File: src/rtl/dac_pkg.sv
// -----------------------------------------------------------------------------
// dac_pkg
// Shared definitions for the DAC ramp sequencer. It holds the sequencer state
// encoding and the default code/counter widths and park code that the
// dac_ramp_gen parameters pick up.
// -----------------------------------------------------------------------------
package dac_pkg;

  // Default sample code width, dwell/gap/ramp-count width and idle code.
  localparam int unsigned DAC_DW        = 8;
  localparam int unsigned DAC_CW        = 16;
  localparam int unsigned DAC_PARK_CODE = 178;

  // Sequencer states. The explicit values keep the legacy two-bit encoding.
  typedef enum logic [1:0] {
    ST_IDLE = 2'd0,
    ST_RAMP = 2'd1,
    ST_GAP  = 2'd2
  } state_t;

endpackage

File: src/rtl/dac_tick_cnt.sv
// -----------------------------------------------------------------------------
// dac_tick_cnt
// Load / terminal-count down counter. It is used for both the per-code dwell
// and the inter-ramp gap. Loading N-1 makes tc rise on the N-th cycle after
// the load, so the owning state lasts exactly N cycles.
//
// Ports:
//   clk       in   system clock, rising edge
//   rst_n     in   asynchronous active-low reset
//   load      in   load load_val (has priority over en)
//   load_val  in   CW-bit value to load (terminal count minus one)
//   en        in   count down by one per cycle while non-zero
//   tc        out  terminal count: counter is at zero
// -----------------------------------------------------------------------------
module dac_tick_cnt
  import dac_pkg::*;
#(
  parameter int unsigned CW = DAC_CW
) (
  input  logic          clk,
  input  logic          rst_n,
  input  logic          load,
  input  logic [CW-1:0] load_val,
  input  logic          en,
  output logic          tc
);

  logic [CW-1:0] cnt_q;

  always_ff @(posedge clk or negedge rst_n) begin
    if (!rst_n) begin
      cnt_q <= '0;
    end else if (load) begin
      cnt_q <= load_val;
    end else if (en && (cnt_q != '0)) begin
      cnt_q <= cnt_q - CW'(1);
    end
  end

  assign tc = (cnt_q == '0);

endmodule

File: src/rtl/dac_ramp_gen.sv
// -----------------------------------------------------------------------------
// dac_ramp_gen
// Sawtooth ramp sequencer that feeds the parallel DAC driver. While idle it
// holds PARK_CODE. When it receives start, it plays cfg_nramps stepped ramps
// (0 = run until abort). Each ramp goes from cfg_start to cfg_stop in steps
// of cfg_step, holds every code for cfg_dwell clocks, and leaves cfg_gap
// clocks (at cfg_start) between ramps. All outputs are registered.
//
// Ports:
//   clk         in   system clock, rising edge
//   rst_n       in   asynchronous active-low reset
//   cfg_start   in   first code of each ramp
//   cfg_stop    in   final code of each ramp
//   cfg_step    in   code increment per step (0 behaves as 1)
//   cfg_dwell   in   clocks per code (0 behaves as 1)
//   cfg_gap     in   idle clocks between ramps (0 = back-to-back)
//   cfg_nramps  in   ramps per run (0 = continuous)
//   start       in   run request, honoured only in IDLE
//   abort       in   stop request, any state; wins over start
//   dac_code    out  sample code to the DAC driver
//   ramp_sync   out  pulse on the first sample of each ramp
//   busy        out  high in RAMP or GAP
//   done        out  pulse when a finite run completes (not on abort)
//   cfg_err     out  pulse when start is rejected for cfg_start >= cfg_stop
// -----------------------------------------------------------------------------
module dac_ramp_gen
  import dac_pkg::*;
#(
  parameter int unsigned DW        = DAC_DW,
  parameter int unsigned CW        = DAC_CW,
  parameter int unsigned PARK_CODE = DAC_PARK_CODE
) (
  input  logic          clk,
  input  logic          rst_n,
  input  logic [DW-1:0] cfg_start,
  input  logic [DW-1:0] cfg_stop,
  input  logic [DW-1:0] cfg_step,
  input  logic [CW-1:0] cfg_dwell,
  input  logic [CW-1:0] cfg_gap,
  input  logic [CW-1:0] cfg_nramps,
  input  logic          start,
  input  logic          abort,
  output logic [DW-1:0] dac_code,
  output logic          ramp_sync,
  output logic          busy,
  output logic          done,
  output logic          cfg_err
);

  localparam logic [DW-1:0] PARK = DW'(PARK_CODE);

  state_t state_q, state_d;

  // Run configuration that was captured when the run was accepted.
  logic [DW-1:0] sh_start, sh_stop, sh_step;
  logic [CW-1:0] sh_dwell_m1, sh_gap, sh_nramps;

  logic [CW-1:0] ramp_cnt_q, ramp_cnt_d;
  logic [DW-1:0] code_d;
  logic          sync_d, done_d, err_d;
  logic          latch_cfg;

  logic          dwell_load, dwell_tc;
  logic [CW-1:0] dwell_load_val;
  logic          gap_load, gap_tc;

  // Live inputs with the zero substitutions applied. They are used only in
  // the accepting cycle.
  logic [DW-1:0] in_step;
  logic [CW-1:0] in_dwell_m1;
  logic          cfg_ok;

  assign in_step     = (cfg_step == '0) ? DW'(1) : cfg_step;
  assign in_dwell_m1 = (cfg_dwell == '0) ? '0 : cfg_dwell - CW'(1);
  assign cfg_ok      = (cfg_start < cfg_stop);

  // The next code is computed one bit wider, so an overshoot past the stop
  // code clamps to the stop code instead of wrapping around.
  logic [DW:0]   code_sum;
  logic [DW-1:0] code_next;
  logic          at_stop;

  assign code_sum  = {1'b0, dac_code} + {1'b0, sh_step};
  assign code_next = (code_sum >= {1'b0, sh_stop}) ? sh_stop : code_sum[DW-1:0];
  assign at_stop   = (dac_code == sh_stop);

  // The ramp count saturates, so continuous mode never wraps it into a
  // spurious match against a non-zero count.
  logic [CW-1:0] ramp_cnt_inc;
  logic          last_ramp;

  assign ramp_cnt_inc = (ramp_cnt_q == '1) ? ramp_cnt_q : ramp_cnt_q + CW'(1);
  assign last_ramp    = (sh_nramps != '0) && (ramp_cnt_inc == sh_nramps);

  dac_tick_cnt #(.CW(CW)) u_dwell_cnt (
    .clk      (clk),
    .rst_n    (rst_n),
    .load     (dwell_load),
    .load_val (dwell_load_val),
    .en       (state_q == ST_RAMP),
    .tc       (dwell_tc)
  );

  dac_tick_cnt #(.CW(CW)) u_gap_cnt (
    .clk      (clk),
    .rst_n    (rst_n),
    .load     (gap_load),
    .load_val (sh_gap - CW'(1)),
    .en       (state_q == ST_GAP),
    .tc       (gap_tc)
  );

  always_comb begin
    state_d        = state_q;
    code_d         = dac_code;
    sync_d         = 1'b0;
    done_d         = 1'b0;
    err_d          = 1'b0;
    ramp_cnt_d     = ramp_cnt_q;
    latch_cfg      = 1'b0;
    dwell_load     = 1'b0;
    dwell_load_val = sh_dwell_m1;
    gap_load       = 1'b0;

    unique case (state_q)
      ST_IDLE: begin
        code_d = PARK;
        if (start && !abort) begin
          if (cfg_ok) begin
            // The shadow registers are not valid yet, so the first sample
            // and its dwell come straight from the live inputs.
            latch_cfg      = 1'b1;
            state_d        = ST_RAMP;
            code_d         = cfg_start;
            sync_d         = 1'b1;
            ramp_cnt_d     = '0;
            dwell_load     = 1'b1;
            dwell_load_val = in_dwell_m1;
          end else begin
            err_d = 1'b1;
          end
        end
      end

      ST_RAMP: begin
        if (dwell_tc) begin
          if (!at_stop) begin
            code_d     = code_next;
            dwell_load = 1'b1;
          end else begin
            ramp_cnt_d = ramp_cnt_inc;
            if (last_ramp) begin
              state_d = ST_IDLE;
              code_d  = PARK;
              done_d  = 1'b1;
            end else if (sh_gap == '0) begin
              code_d     = sh_start;
              sync_d     = 1'b1;
              dwell_load = 1'b1;
            end else begin
              state_d  = ST_GAP;
              code_d   = sh_start;
              gap_load = 1'b1;
            end
          end
        end
      end

      ST_GAP: begin
        // dac_code already holds the start code. The new ramp begins with a
        // full dwell on that same code.
        if (gap_tc) begin
          state_d    = ST_RAMP;
          sync_d     = 1'b1;
          dwell_load = 1'b1;
        end
      end

      default: begin
        state_d = ST_IDLE;
        code_d  = PARK;
      end
    endcase

    // Abort overrides everything above, including a start in the same cycle.
    if (abort) begin
      state_d    = ST_IDLE;
      code_d     = PARK;
      sync_d     = 1'b0;
      done_d     = 1'b0;
      err_d      = 1'b0;
      latch_cfg  = 1'b0;
      dwell_load = 1'b0;
      gap_load   = 1'b0;
    end
  end

  always_ff @(posedge clk or negedge rst_n) begin
    if (!rst_n) begin
      state_q    <= ST_IDLE;
      dac_code   <= PARK;
      ramp_sync  <= 1'b0;
      busy       <= 1'b0;
      done       <= 1'b0;
      cfg_err    <= 1'b0;
      ramp_cnt_q <= '0;
    end else begin
      state_q    <= state_d;
      dac_code   <= code_d;
      ramp_sync  <= sync_d;
      busy       <= (state_d != ST_IDLE);
      done       <= done_d;
      cfg_err    <= err_d;
      ramp_cnt_q <= ramp_cnt_d;
    end
  end

  always_ff @(posedge clk or negedge rst_n) begin
    if (!rst_n) begin
      sh_start    <= '0;
      sh_stop     <= '0;
      sh_step     <= DW'(1);
      sh_dwell_m1 <= '0;
      sh_gap      <= '0;
      sh_nramps   <= '0;
    end else if (latch_cfg) begin
      sh_start    <= cfg_start;
      sh_stop     <= cfg_stop;
      sh_step     <= in_step;
      sh_dwell_m1 <= in_dwell_m1;
      sh_gap      <= cfg_gap;
      sh_nramps   <= cfg_nramps;
    end
  end

endmodule

File: config.mk
export PLATFORM = sky130hd
export DESIGN_NAME = dac_ramp_gen
export DESIGN_NICKNAME = d
export VERILOG_FILES = /design/src/rtl/dac_pkg.sv /design/src/rtl/dac_tick_cnt.sv /design/src/rtl/dac_ramp_gen.sv
export SDC_FILE = /design/constraint.sdc
export NUM_CORES = 1
export LEC_CHECK = 0
export ABC_CLOCK_PERIOD_IN_PS = 4400
export CAP_MARGIN = 15
export CORE_UTILIZATION = 58
export DETAILED_ROUTE_END_ITERATION = 10
export GPL_TIMING_DRIVEN = 0
export PLACE_DENSITY = 0.78
export SLEW_MARGIN = 10
export SYNTH_ARGS = -nofsm -noshare
export SYNTH_HDL_FRONTEND = slang
export SYNTH_SLANG_ARGS = --single-unit
File: constraint.sdc
create_clock -name clk -period 4.4 [get_ports clk]
set_input_delay 0.66 -clock clk [delete_from_list [all_inputs] [get_ports clk]]
set_output_delay 0.66 -clock clk [all_outputs]
set_load 0.1 [all_outputs]
* After elaboration in Yosys (flattened, before gate mapping)
Index checks and enable logic that the tools add are counted.
Word-level totals: bits in registers 134, bits of input ports 76, output and inout bits 12
Operators by class: $add $sub $neg 6, magnitude comparators 2, equal/unequal tests 11, mux-type cells 62, reduce and logical (&&, ||, !) cells 20
Operators by type and width (count):
- $mux 16 | 13
- $logic_not 16->1 | 4
- $mux 8 | 8
- $sub 16x1->16 const B | 4
- $reduce_bool 16->1 | 3
- $pmux 16 s2 | 1
- $mux 1 | 28
- $pmux 8 s3 | 1
- $add 16x1->16 const B | 1
- $eq 16x16->1 | 1
- $eq 16x16->1 const B | 1
- $mux 2 | 8
- $ne 2x2->1 const B | 5
- $add 8x8->9 | 1
- $ge 9x8->1 | 1
- $eq 8x8->1 | 1
- $logic_not 8->1 | 1
- $lt 8x8->1 | 1
- $reduce_bool 2->1 | 4
- $pmux 1 s3 | 2
- $pmux 2 s3 | 1
- $reduce_and 5->1 | 1
- $logic_and 1x1->1 | 4
- $ne 3x3->1 const B | 1
- other kinds (5) | 5

* Logic depth before layout (Yosys ltp)
Gate-level depths: netlist of the first run.
word-level depth 10, gate-level depth with buffers 20

* Cells and area by module
A second synthesis of the first run with hierarchy kept.
Second synthesis, totals: cell total of the unflattened synthesis 1030, area, all modules 8694.6 um^2
By module, submodules not included:
- dac_ramp_gen | instances 1, cells each 783, area an instance 6595.1 um^2, sequential area each 2558.7 um^2
- dac_tick_cnt (u_dwell_cnt) | instances 1, cells each 124, area an instance 1054.8 um^2, sequential area each 400.4 um^2
- dac_tick_cnt (u_gap_cnt) | instances 1, cells each 123, area an instance 1044.8 um^2, sequential area each 400.4 um^2

* Worst setup path after synthesis of the first run
OpenSTA, ideal clock, no wires.
path type register to register, start point register dac_code[0], end point register dac_code[7], arrival time 4.036 ns, data required time 4.323 ns, path slack 0.287 ns, cell stages (with the launch flop) 15, path buffers 0, period minus slack after synthesis 4.113 ns, path through dfrtp_1 ha_1 fa_1 a21o_1 a21oi_1 o21bai_1 a211oi_1 a21oi_1 ha_1 a21o_1 a211oi_1 o221ai_1 mux2i_1 a221o_1 a31oi_1
On the way: cells in the longest elaborated chain, start to end 7, elaborated cells on any way between the ends 8, those cells by class add/sub (1); order compare (1); eq/ne (1); mux (5)
RTL lines:
- from (decl) | RTL line dac_ramp_gen.sv:43 | output logic [DW-1:0] dac_code,
- from (signal assigned) | RTL line dac_ramp_gen.sv:209 | dac_code <= code_d;
- $add 8x8->9 | RTL line dac_ramp_gen.sv:83 | assign code_sum = {1'b0, dac_code} + {1'b0, sh_step};
- $ge 9x8->1 | RTL line dac_ramp_gen.sv:84 | assign code_next = (code_sum >= {1'b0, sh_stop}) ? sh_stop : code_sum[DW-1:0];
- $mux 8 | RTL line dac_ramp_gen.sv:84
- $mux 8 * | RTL line dac_ramp_gen.sv:147 | if (!at_stop) begin
- $mux 8 * | RTL line dac_ramp_gen.sv:146 | if (dwell_tc) begin
- $pmux 8 s3 * | RTL line dac_ramp_gen.sv:125 | unique case (state_q)
- $mux 8 * | RTL line dac_ramp_gen.sv:186 | if (abort) begin
Every way passes the cells marked *; elsewhere a longest branch is shown, timed or not. The select of a mux whose other input is x is not followed. A chain may end at the register's enable or synchronous reset.

* Worst setup path in the final report of the first run
start point register ramp_cnt_q[0], end point register u_gap_cnt.cnt_q[10]
On the way: cells in the longest elaborated chain, start to end 10, elaborated cells on any way between the ends 12, those cells by class add/sub (1); eq/ne (2); mux (7); reduce/logical (2)
RTL lines:
- from (decl) | RTL line dac_ramp_gen.sv:58 | logic [CW-1:0] ramp_cnt_q, ramp_cnt_d;
- from (signal assigned) | RTL line dac_ramp_gen.sv:214 | ramp_cnt_q <= ramp_cnt_d;
- $add 16x1->16 or $eq 16x16->1 (tied branches) | RTL line dac_ramp_gen.sv:92 | assign ramp_cnt_inc = (ramp_cnt_q == '1) ? ramp_cnt_q : ramp_cnt_q + CW'(1);
- $mux 16 * | RTL line dac_ramp_gen.sv:92
- $eq 16x16->1 * | RTL line dac_ramp_gen.sv:93 | assign last_ramp = (sh_nramps != '0) && (ramp_cnt_inc == sh_nramps);
- $logic_and 1x1->1 * | RTL line dac_ramp_gen.sv:93
- $mux 1 * | RTL line dac_ramp_gen.sv:152 | if (last_ramp) begin
- $mux 1 * | RTL line dac_ramp_gen.sv:147
- $mux 1 * | RTL line dac_ramp_gen.sv:146
- $mux 1 * | RTL line dac_ramp_gen.sv:125
- $mux 1 * | RTL line dac_ramp_gen.sv:186
- $mux 16 or $reduce_bool 2->1 (tied branches)
- to (signal assigned) | RTL line dac_tick_cnt.sv:34 | cnt_q <= load_val;
- to (signal assigned) | RTL line dac_tick_cnt.sv:36 | cnt_q <= cnt_q - CW'(1);
- to (decl) | RTL line dac_tick_cnt.sv:28 | logic [CW-1:0] cnt_q;
Every way passes the cells marked *; elsewhere a longest branch is shown, timed or not.

==> results of run 1 <==
-- worst min path at each step --
| stage | to | slack (ps) | cells after the start | startpoint |
|---|---|---|---|---|
| 6_report | sh_nramps[11]$_DFFE_PN0P_ | 190 | 1 | rst_n |
| 5_1_grt | sh_nramps[11]$_DFFE_PN0P_ | 230 | 1 | rst_n |
| 3_5_place_dp | sh_dwell_m1[6]$_DFFE_PN0P_ | 460 | 2 | sh_dwell_m1[6]$_DFFE_PN0P_ |
| 2_1_floorplan | busy$_DFF_PN0_ | 360 | 0 | rst_n |
| 3_3_place_gp | sh_dwell_m1[6]$_DFFE_PN0P_ | 450 | 2 | sh_dwell_m1[6]$_DFFE_PN0P_ |
| 4_1_cts | sh_nramps[11]$_DFFE_PN0P_ | 220 | 1 | rst_n |
-- power by group --
| part | internal (mW) | switching, mW | leakage (nW) |
|---|---|---|---|
| logic | 0.740 | 0.892 | 2.53 |
| clock network | 0.893 | 0.544 | 0.283 |
| registers | 1.55 | 0.320 | 1.67 |
| total | 3.18 | 1.76 | 4.49 |
-- timing repair --
item | CTS | global route
endpoints found under the hold margin | 0 | 0
pin swaps | 1 | 2
buffers inserted | 1 | 0
gates resized for setup | 2 | 12
setup endpoints to repair | 5 | 9
-- synth_stat cells, types with 8 or more instances --
master | number | area share
sky130_fd_sc_hd__clkbuf_1 | 19 | 0.0086
sky130_fd_sc_hd__and3_1 | 10 | 0.0075
sky130_fd_sc_hd__inv_1 | 33 | 0.015
sky130_fd_sc_hd__nor4_1 | 20 | 0.015
sky130_fd_sc_hd__nand2_1 | 226 | 0.10
sky130_fd_sc_hd__a21o_1 | 10 | 0.0090
sky130_fd_sc_hd__nand4_1 | 8 | 0.0060
sky130_fd_sc_hd__nor2_1 | 51 | 0.023
sky130_fd_sc_hd__or3_1 | 9 | 0.0068
sky130_fd_sc_hd__nand2b_1 | 9 | 0.0068
sky130_fd_sc_hd__xnor2_1 | 45 | 0.047
sky130_fd_sc_hd__o31ai_1 | 17 | 0.015
sky130_fd_sc_hd__ha_1 | 27 | 0.041
sky130_fd_sc_hd__xor2_1 | 35 | 0.037
sky130_fd_sc_hd__mux2_4 | 9 | 0.016
sky130_fd_sc_hd__nand3_1 | 23 | 0.014
sky130_fd_sc_hd__a21oi_1 | 40 | 0.024
sky130_fd_sc_hd__o21ai_0 | 41 | 0.025
sky130_fd_sc_hd__buf_2 | 10 | 0.0060
sky130_fd_sc_hd__or4_1 | 9 | 0.0081
sky130_fd_sc_hd__nor3_1 | 37 | 0.022
sky130_fd_sc_hd__dfrtp_1 | 129 | 0.39
sky130_fd_sc_hd__mux2i_1 | 18 | 0.022
sky130_fd_sc_hd__o21ai_1 | 10 | 0.0060
-- worst max-delay path: stages, from the launching register on --
cell and delay, ps:
sky130_fd_sc_hd__dfrtp_1 450, sky130_fd_sc_hd__ha_2 280, sky130_fd_sc_hd__and3_2 270, sky130_fd_sc_hd__and4_1 270
sky130_fd_sc_hd__mux2i_1 300, sky130_fd_sc_hd__xnor2_1 110, sky130_fd_sc_hd__nor4_2 330, sky130_fd_sc_hd__nand4_1 210
sky130_fd_sc_hd__and4bb_1 250, sky130_fd_sc_hd__buf_2 190, sky130_fd_sc_hd__buf_4 200, sky130_fd_sc_hd__mux2i_1 170
sky130_fd_sc_hd__ha_2 240, sky130_fd_sc_hd__nand3b_1 210, sky130_fd_sc_hd__nor4_2 240, sky130_fd_sc_hd__xor2_1 170
sky130_fd_sc_hd__nor2_1 70, sky130_fd_sc_hd__a21oi_1 140
-- cells by family (layout without fill, tap and decap cells) --
| family | after synthesis | after routing | synth area share |
|---|---|---|---|
| AO/OA/AOI/OAI | 171 | 171 | 0.133 |
| XOR/XNOR | 80 | 80 | 0.0840 |
| adder cells (fa/ha/maj) | 28 | 28 | 0.0429 |
| buffers and inverters | 73 | 194 | 0.0399 |
| flip-flops | 134 | 134 | 0.403 |
| multiplexers | 30 | 30 | 0.0419 |
| AND/OR/NAND/NOR | 446 | 446 | 0.256 |
-- layout make-up --
| class | count | area share |
|---|---|---|
| flip-flops and latches | 134 | 0.332 |
| plain buffers | 40 | 0.0206 |
| multi-input cells | 755 | 0.466 |
| clock buffers | 25 | 0.0489 |
| repair buffers | 89 | 0.0895 |
| clock inverters | 7 | 0.00926 |
| well taps | 180 | 0.0222 |
| inverters | 33 | 0.0122 |
-- routing by layer --
metal | vias to the layer above | GRT usage | routed length, um
met1 | 3550 | 0.420 | 9690
met4 | 0 | 0.130 | 594
met5 | - | 0 | 0
met3 | 53 | 0.0613 | 1180
li1 | 3584 | - | -
met2 | 280 | 0.490 | 10200
-- flip-flops by register name, summed over array words and instances (netlist names), 2 cells and up --
name and count:
sh_stop 8, sh_gap 16, ramp_cnt_q 16, dac_code 8
sh_nramps 16, state_q 2, sh_dwell_m1 16, sh_step 8
u_gap_cnt.cnt_q 16, u_dwell_cnt.cnt_q 16, sh_start 8
-- cell usage in the layout (no fill, tap or decap), types with 9 or more instances in the layout --
cell                              instances
sky130_fd_sc_hd__ha_1                    25
sky130_fd_sc_hd__o31ai_1                 17
sky130_fd_sc_hd__o21ai_0                 41
sky130_fd_sc_hd__clkbuf_1                23
sky130_fd_sc_hd__a21o_1                  10
sky130_fd_sc_hd__nand3_1                 23
sky130_fd_sc_hd__o21ai_1                 10
sky130_fd_sc_hd__or3_1                    9
sky130_fd_sc_hd__a21oi_1                 40
sky130_fd_sc_hd__and3_1                   9
sky130_fd_sc_hd__mux2i_1                 18
sky130_fd_sc_hd__nand2_1                226
sky130_fd_sc_hd__nand2b_1                 9
sky130_fd_sc_hd__xnor2_1                 45
sky130_fd_sc_hd__clkbuf_16               17
sky130_fd_sc_hd__inv_1                   33
sky130_fd_sc_hd__mux2_4                   9
sky130_fd_sc_hd__nor2_1                  50
sky130_fd_sc_hd__xor2_1                  35
sky130_fd_sc_hd__clkdlybuf4s50_1         86
sky130_fd_sc_hd__nor4_1                  16
sky130_fd_sc_hd__dfrtp_1                129
sky130_fd_sc_hd__nor3_1                  35
sky130_fd_sc_hd__or4_1                    9
sky130_fd_sc_hd__buf_2                   10
-- through the flow --
stage | hold slack [ps] | setup WS [ps] | total power [mW]
CTS | 217 | 0.187 | 4.90
global placement | 453 | -2640 | 3.40
global route | 233 | -11.1 | 5.24
finish | 190 | 196 | 4.94
floorplan | 364 | 287 | 2.98
detailed placement | 456 | -207 | 3.45
==> results.yml, run 1 <==
run_status:
  status: "complete, no violations"
worst_setup_path:
  r2r_start: "ramp_cnt_q[0]$_DFFE_PN0P_"
  timing.rr.end: "u_gap_cnt.cnt_q[10]$_DFFE_PN0P_"
  cp_required_ps: 4750
  crit_start: "ramp_cnt_q[0]$_DFFE_PN0P_"
  ff2ff_setup_slack_ps: 200
  worstRegToRegCells: 17
  criticalPathCategory: "flip-flop to flip-flop"
  setup.worst_path.end: "u_gap_cnt.cnt_q[10]$_DFFE_PN0P_"
  end_kind: "flip-flop"
  worst-path-max-fanout: 10
  timing.critical_path.from_type: "flip-flop"
  arrival_ps: 4550
synthesis:
  netlist-cell-type-count: 72
  syn-num-nets: 1066
  synth_flop_cell: "sky130_fd_sc_hd__dfrtp_1"
  synth_seq_cells: 134
  async_flop_share: 1.00
  postSynthAreaPerCell_um2: 8.67
  synth_area_um2: 8340
  yosys_warn_count: 0
  syn-instance-count: 962
  proportion_of_synthesized_chip_area_in_sequential_cells: 0.403
  number_of_synthesized_flops_with_an_enable_pin: 0
final_layout:
  filler_cell_count: 1094
  multi_input_comb_area_um2: 4720
  synthToLayoutAreaGrowth_pct: 21.5
  final_net_count: 1174
  post_route_cells_drive_above_1_share: 0.0840
  finalCoreUtilization: 0.727
  sequential_cell_area_um2: 3360
  stdcell_count: 1263
  antennaDiodeCount: 0
  finalInstanceArea_um2: 10100
placement:
  place_hpwl_um: 15600
  io_buffer_count: 87
  dp_cells: 1230
  place.gp.congestion: 0.937
  post_dp_cell_area_um2: 9460
global_route:
  grt_antenna_before_repair: 0
  grt_start_max_net_pins: 77
  global_route_wire_length_before_repair_um: 35500
  grt_overflow_total: 0
  groute.usage.overall: 0.312
  first_global_vias: 7128
die:
  core_region_area_um2: 13900
  fp-row-count: 43
  io_count: 88
  initial_utilization: 0.598
  dieArea_um2: 14900
  fp.dieH_um: 122
  x_dimension_of_the_die_um: 122
clock_network:
  cts_hold_buffers: 0
  clock_tree_from_tritoncts: "done"
  cts.sinks: 134
  max-clock-path-buffers: 2
  clk_pin_slew_ps: 60
  clock_latency_on_the_worst_skew_pair_ps: 430
  clock_tree.root_cell: "sky130_fd_sc_hd__clkbuf_16"
  cts_made_buffers: 17
  ctsHtreeMaxLevel: 4
power:
  static_leakage_nw: 4.49
  power.density_nw_per_um2: 488
  max-vdd-ir-drop_mv: 0.302
timing:
  fmaxAchievable_ghz: 0.238
  finalCritPeriodShare: 0.955
  finalCriticalPeriod_ps: 4200
  timing_hold_violations_final: 0
  maxSlewHeadroom: 0.341
  setup_tns_after_final_layout_ps: 0
  final-setup-viol-count: 0
  final.setup_skew_ps: 8.15
  timing_worst_slew_pin_value_ps: 985
  final-max-slew-violation-count: 0
route:
  number_of_iterations_in_the_first_detailed_routing_pass: 6
  routed_wire_length_per_instance_um: 17.2
  wirelength_um: 21700
  avgViaCountPerCell: 5.91
  vias: 7467
  antenna_left: 0
  drc: 0
  first_iter_violations: 551
worst_hold_path:
  min-delay-path-class: "input pin to async pin"
flow_run:
  max_cap_viol_count: 0
No activity file was read; power rests on OpenSTA's default activity.
==> run 2, diff against run 1 <==
==> constraint.sdc (replaced) <==
create_clock -name clk -period 4.4 [get_ports clk]
set_input_delay 0.88 -clock clk [delete_from_list [all_inputs] [get_ports clk]]
set_output_delay 0.88 -clock clk [all_outputs]
set_load 0.1 [all_outputs]
==> run 2 against run 1 <==
Compared with the run above: via count fell by 0.55%; sequential power barely moved; design area barely moved; cell count did not move; critical path type unchanged; largest power group unchanged.
==> results.yml, run 2 (synthesized netlist as in run 1, its figures left out) <==
clock_network:
  ctsHtreeMaxLevel: 4
  clk_pin_slew_ps: 60
  cts_made_buffers: 17
  clock_tree.root_cell: "sky130_fd_sc_hd__clkbuf_16"
  clock_tree_from_tritoncts: "done"
  clock_latency_on_the_worst_skew_pair_ps: 430
  cts.sinks: 134
  max-clock-path-buffers: 2
run_status:
  status: "complete, no violations"
power:
  design_power_mw: 4.94
  power.density_nw_per_um2: 488
  power.combinational.fraction: 0.331
  p_switching_mw: 1.76
  static_leakage_nw: 4.50
  flop_pwr_share: 0.378
  switching_share: 0.356
  cellInternalPower_mw: 3.19
  max-vdd-ir-drop_mv: 0.302
  share_clk_of_total_power: 0.291
die:
  initial_utilization: 0.598
  core_region_area_um2: 13900
  fp.dieH_um: 122
  x_dimension_of_the_die_um: 122
  fp-row-count: 43
  io_count: 88
  dieArea_um2: 14900
worst_setup_path:
  timing.rr.end: "u_gap_cnt.cnt_q[10]$_DFFE_PN0P_"
  cell_depth_of_the_worst_setup_path: 17
  arrival_ps: 4570
  worstRegToRegCells: 17
  crit_buf_inv: 2
  critical-path-max-stage-delay_ps: 450
  ff2ff_setup_slack_ps: 180
  criticalPathCategory: "flip-flop to flip-flop"
  timing.critical_path.from_type: "flip-flop"
  critical_path.cell_chain: "ha_2 -> and3_2 -> and4_1 -> mux2i_1 -> xnor2_1 -> nor4_2 -> nand4_1 -> and4bb_1 -> buf_2 -> buf_4 -> mux2i_1 -> ha_2 -> nand3b_1 -> nor4_2 -> xor2_1 -> nor2_1 -> a21oi_1"
  cpMaxStageDelayCell: "sky130_fd_sc_hd__dfrtp_1"
  worst-path-max-fanout: 10
  r2r_start: "ramp_cnt_q[0]$_DFFE_PN0P_"
  crit_family: "simple AND/OR/NAND/NOR gates"
  cp_required_ps: 4750
  end_kind: "flip-flop"
final_layout:
  sequential_cell_area_um2: 3360
  layout.cells.most_common: "sky130_fd_sc_hd__nand2_1"
  finalInstanceArea_um2: 10100
  multi_input_comb_area_um2: 4720
  finalCoreUtilization: 0.727
  final_net_count: 1174
  post_route_cells_drive_above_1_share: 0.0859
  antennaDiodeCount: 0
  stdcell_count: 1263
  filler_cell_count: 1092
  synthToLayoutAreaGrowth_pct: 21.5
  mostFrequentLayoutCells: "226 x sky130_fd_sc_hd__nand2_1, 129 x sky130_fd_sc_hd__dfrtp_1, 86 x sky130_fd_sc_hd__clkdlybuf4s50_1"
timing:
  finalCritPeriodShare: 0.959
  finalCriticalPeriod_ps: 4220
  timing_worst_slew_pin_value_ps: 985
  timing_hold_violations_final: 0
  fmaxAchievable_ghz: 0.237
  maxSlewHeadroom: 0.341
  setup_tns_after_final_layout_ps: 0
  fin_ws_ps: 182
  final-setup-viol-count: 0
  final.setup_skew_ps: 8.97
  grt_setup_unrepaired: "yes"
  holdWs_ps: 411
  final-max-slew-violation-count: 0
placement:
  place_worst_setup_slack_ps: -256
  place_hpwl_um: 15600
  io_buffer_count: 87
  post_dp_cell_area_um2: 9460
  dp_cells: 1230
  place.gp.congestion: 0.937
global_route:
  grt_start_max_net_pins: 77
  groute.usage.overall: 0.312
  global_route_wire_length_before_repair_um: 35500
  first_global_vias: 7128
  grt_overflow_total: 0
  grt_antenna_before_repair: 0
route:
  avgViaCountPerCell: 5.88
  number_of_iterations_in_the_first_detailed_routing_pass: 5
  antenna_left: 0
  drc: 0
  vias: 7426
  first_iter_violations: 535
  routed_wire_length_per_instance_um: 17.2
  wirelength_um: 21700
worst_hold_path:
  min-delay-path-class: "input pin to async pin"
flow_run:
  max_cap_viol_count: 0
[run 2: cell counts in the layout (fill, tap and decap cells not counted)]
Identical to the previous run, type by type.
[run 2: final cells by class]
class / instances / share of cell area
inverter: 33 / 0.0122
timing repair buffer: 89 / 0.0895
buffer: 40 / 0.0209
sequential: 134 / 0.331
clock buffer: 25 / 0.0489
clock inverter: 7 / 0.00926
tap: 180 / 0.0222
multi-input combinational: 755 / 0.466
[run 2: timing repair]
item	in CTS	in global routing
setup endpoints to repair	5	41
hold buffers	0	0
gates resized for setup	2	17
setup buffers	1	0
pin swaps	1	1
cloned	0	0
[run 2: worst max path at each step]
stage                               from                               to  slack, ps
2_1_floorplan    dac_code[0]$_DFFE_PN0P_          dac_code[7]$_DFFE_PN1P_        290
3_3_place_gp                       rst_n       sh_dwell_m1[7]$_DFFE_PN0P_      -2860
3_5_place_dp                 cfg_stop[5]         sh_nramps[7]$_DFFE_PN0P_       -260
4_1_cts        ramp_cnt_q[0]$_DFFE_PN0P_  u_gap_cnt.cnt_q[12]$_DFFE_PN0P_        0.2
5_1_grt        ramp_cnt_q[0]$_DFFE_PN0P_  u_gap_cnt.cnt_q[10]$_DFFE_PN0P_        -10
6_report       ramp_cnt_q[0]$_DFFE_PN0P_  u_gap_cnt.cnt_q[10]$_DFFE_PN0P_        180
[run 2: worst reg2reg max path: cells and delay by family, from the launching register on]
family                     cells  cell delay (ps)
and+or+nand+nor                8             1880
adders and majority gates      2              520
muxes                          2              470
DFF                            1              450
buffers and inverters          2              390
xor gates and xnor gates       2              290
AOI/OAI and AO/OA              1              140
[run 2: routing by layer]
metal	routed length (um)	vias to the layer above	GRT usage
met3	1070	50	0.0613
met1	9810	3544	0.420
met2	10200	240	0.490
met5	0	-	0
met4	595	0	0.130
li1	-	3592	-
[run 2: power by group through the flow]
stage / clock network, mW / logic, mW / registers, mW
floorplan: 0 / 1.15 / 1.84
global placement: 0 / 1.54 / 1.86
global route: 1.50 / 1.82 / 1.91
CTS: 1.44 / 1.60 / 1.86
detailed placement: 0 / 1.58 / 1.87
finish: 1.44 / 1.64 / 1.87
==> run 3, diff against run 2 <==
--- a/config.mk
+++ b/config.mk
@@ -7,6 +7,7 @@
 export LEC_CHECK = 0
 export ABC_CLOCK_PERIOD_IN_PS = 4400
 export CAP_MARGIN = 15
+export CORE_MARGIN = 8
 export CORE_UTILIZATION = 58
 export DETAILED_ROUTE_END_ITERATION = 10
 export GPL_TIMING_DRIVEN = 0
==> run 3 against run 2 <==
Compared with the run above: hold slack improved by 13 ps; highest routed layer unchanged; sequential share of layout area rose by 0.12 points; fmax fell by 0.19%; largest power group unchanged; die area rose by 24%; clock power fell by 8%; wire length rose by 1.4%; critical path depth fell by 5; via count rose by 0.15%; sequential power barely moved; setup slack got worse by 8.1 ps.
==> results.yml, run 3 (synthesized netlist as in run 1, its figures left out) <==
run_status:
  status: "complete, no violations"
clock_network:
  cts.sinks: 134
  max-clock-path-buffers: 2
  ctsHtreeMaxLevel: 4
  clock_tree_from_tritoncts: "done"
  cts_hold_buffers: 0
  cts_made_buffers: 17
  clock_latency_on_the_worst_skew_pair_ps: 420
  clock_tree.root_cell: "sky130_fd_sc_hd__clkbuf_16"
  clk_pin_slew_ps: 60
timing:
  holdWs_ps: 424
  timing_worst_slew_pin_value_ps: 982
  finalCriticalPeriod_ps: 4230
  maxSlewHeadroom: 0.343
  fin_ws_ps: 174
  timing_hold_violations_final: 0
  final-max-slew-violation-count: 0
  fmaxAchievable_ghz: 0.237
  finalCritPeriodShare: 0.960
  final.setup_skew_ps: 6.85
  final-setup-viol-count: 0
worst_setup_path:
  worst-path-max-fanout: 10
  cpMaxStageDelayCell: "sky130_fd_sc_hd__clkbuf_1"
  critical_path.most_common_cell: "sky130_fd_sc_hd__clkbuf_1"
  critical-path-max-stage-delay_ps: 560
  timing.critical_path.from_type: "input pin"
  criticalPathCategory: "input pin to flip-flop"
  end_kind: "flip-flop"
  arrival_ps: 4560
  critical_path.cell_chain: "clkdlybuf4s50_1 -> ha_1 -> a21o_1 -> a21o_1 -> a21oi_1 -> o21bai_1 -> or2_2 -> clkbuf_1 -> clkbuf_1 -> clkbuf_1 -> o311ai_0 -> o31ai_1"
  cp_required_ps: 4730
final_layout:
  stdcell_count: 1269
  filler_cell_count: 1180
  layout.cells.most_common: "sky130_fd_sc_hd__nand2_1"
  synthToLayoutAreaGrowth_pct: 21.1
  antennaDiodeCount: 0
  final_net_count: 1176
  post_route_cells_drive_above_1_share: 0.0876
  finalCoreUtilization: 0.706
  mostFrequentLayoutCells: "226 x sky130_fd_sc_hd__nand2_1, 129 x sky130_fd_sc_hd__dfrtp_1, 86 x sky130_fd_sc_hd__clkdlybuf4s50_1"
route:
  wirelength_um: 22000
  antenna_left: 0
  avgViaCountPerCell: 5.86
  routed_wire_length_per_instance_um: 17.3
  drc: 0
  number_of_iterations_in_the_first_detailed_routing_pass: 5
  first_iter_violations: 618
  vias: 7437
power:
  static_leakage_nw: 4.48
  power.density_nw_per_um2: 480
  max-vdd-ir-drop_mv: 0.434
  design_power_mw: 4.84
die:
  x_dimension_of_the_die_um: 136
  dieArea_um2: 18500
  fp.dieH_um: 136
  io_count: 88
  fp-row-count: 44
  initial_utilization: 0.583
  core_region_area_um2: 14300
global_route:
  groute.usage.overall: 0.245
  gr-max-usage-layer: "met2"
  grt_antenna_before_repair: 0
  groute.layer.met2.usage: 0.394
  grt_overflow_total: 0
  grtUsageMet1: 0.317
  grt_start_max_net_pins: 78
  global_route_wire_length_before_repair_um: 36100
  grt_use_met3: 0.0540
  first_global_vias: 7259
placement:
  place_worst_setup_slack_ps: -191
  place.gp.congestion: 0.946
  io_buffer_count: 87
  place_hpwl_um: 16300
  dp_cells: 1234
worst_hold_path:
  min-delay-path-class: "input pin to async pin"
flow_run:
  max_cap_viol_count: 0
==> run 3: cell count changes in the layout (fill, tap and decap cells not counted), moves of 2 or more <==
cell / change
sky130_fd_sc_hd__clkinv_2: +4
sky130_fd_sc_hd__clkbuf_8: -3
sky130_fd_sc_hd__buf_4: +2
sky130_fd_sc_hd__clkbuf_1: -2
sky130_fd_sc_hd__clkinv_4: +2
==> run 3: cell type report <==
type,count,area (um^2),share of cell area
plain buffers,40,210,0.0208
clock buffers,19,443,0.0439
clock inverters,13,109,0.0108
inverters,33,124,0.0123
multi-input cells,755,4700,0.465
flip-flops and latches,134,3360,0.333
well taps,184,230,0.0228
repair buffers,91,922,0.0913
==> run 3: repair_timing <==
| action | 4_1_cts | 5_1_grt |
|---|---|---|
| setup endpoints to repair | 4 | 38 |
| pin swaps | 1 | 1 |
| endpoints found under the hold margin | 0 | 0 |
| buffers inserted | 1 | 1 |
| gates resized for setup | 2 | 12 |
==> run 3: path summary, 6_finish.rpt <==
check,start,end,slack [ps],cells past startpoint
min,rst_n,ramp_cnt_q[4]$_DFFE_PN0P_,420,1
max in group asynchronous,rst_n,sh_step[0]$_DFFE_PN1P_,3180,2
max reg2reg,ramp_cnt_q[0]$_DFFE_PN0P_,u_gap_cnt.cnt_q[10]$_DFFE_PN0P_,220,17
max,cfg_start[1],ramp_cnt_q[5]$_DFFE_PN0P_,170,12
min in group clk,sh_dwell_m1[6]$_DFFE_PN0P_,sh_dwell_m1[6]$_DFFE_PN0P_,470,2
min reg2reg,sh_dwell_m1[6]$_DFFE_PN0P_,sh_dwell_m1[6]$_DFFE_PN0P_,470,2
==> run 3: metal layers <==
metal	part of all wire	up-vias	wire, um
met2	0.48	218	10600
met3	0.051	45	1120
met4	0.023	0	512
met5	0	-	0
li1	-	3602	-
met1	0.44	3572	9750
==> run 3: power breakdown <==
group	internal, mW	leakage [nW]	switching (mW)
combinational	0.748	2.54	0.905
clock	0.786	0.268	0.539
sequential	1.55	1.67	0.314
==> run 3: worst max-delay path: cells and delay by family <==
kind | cells | cell delay [ps]
adder cells (fa/ha/maj) | 1 | 330
buffers and inverters | 4 | 1860
AO/OA/AOI/OAI | 6 | 1280
AND/OR/NAND/NOR | 1 | 200
==> run 3: stage by stage <==
step                      setup TNS (ps)  instance area (um^2)
after floorplan                        0                  8340
after global placement           -384780                  9440
after detailed placement           -4310                  9470
after CTS                              0                 10000
after global routing                -118                 10100
final                                  0                 10100
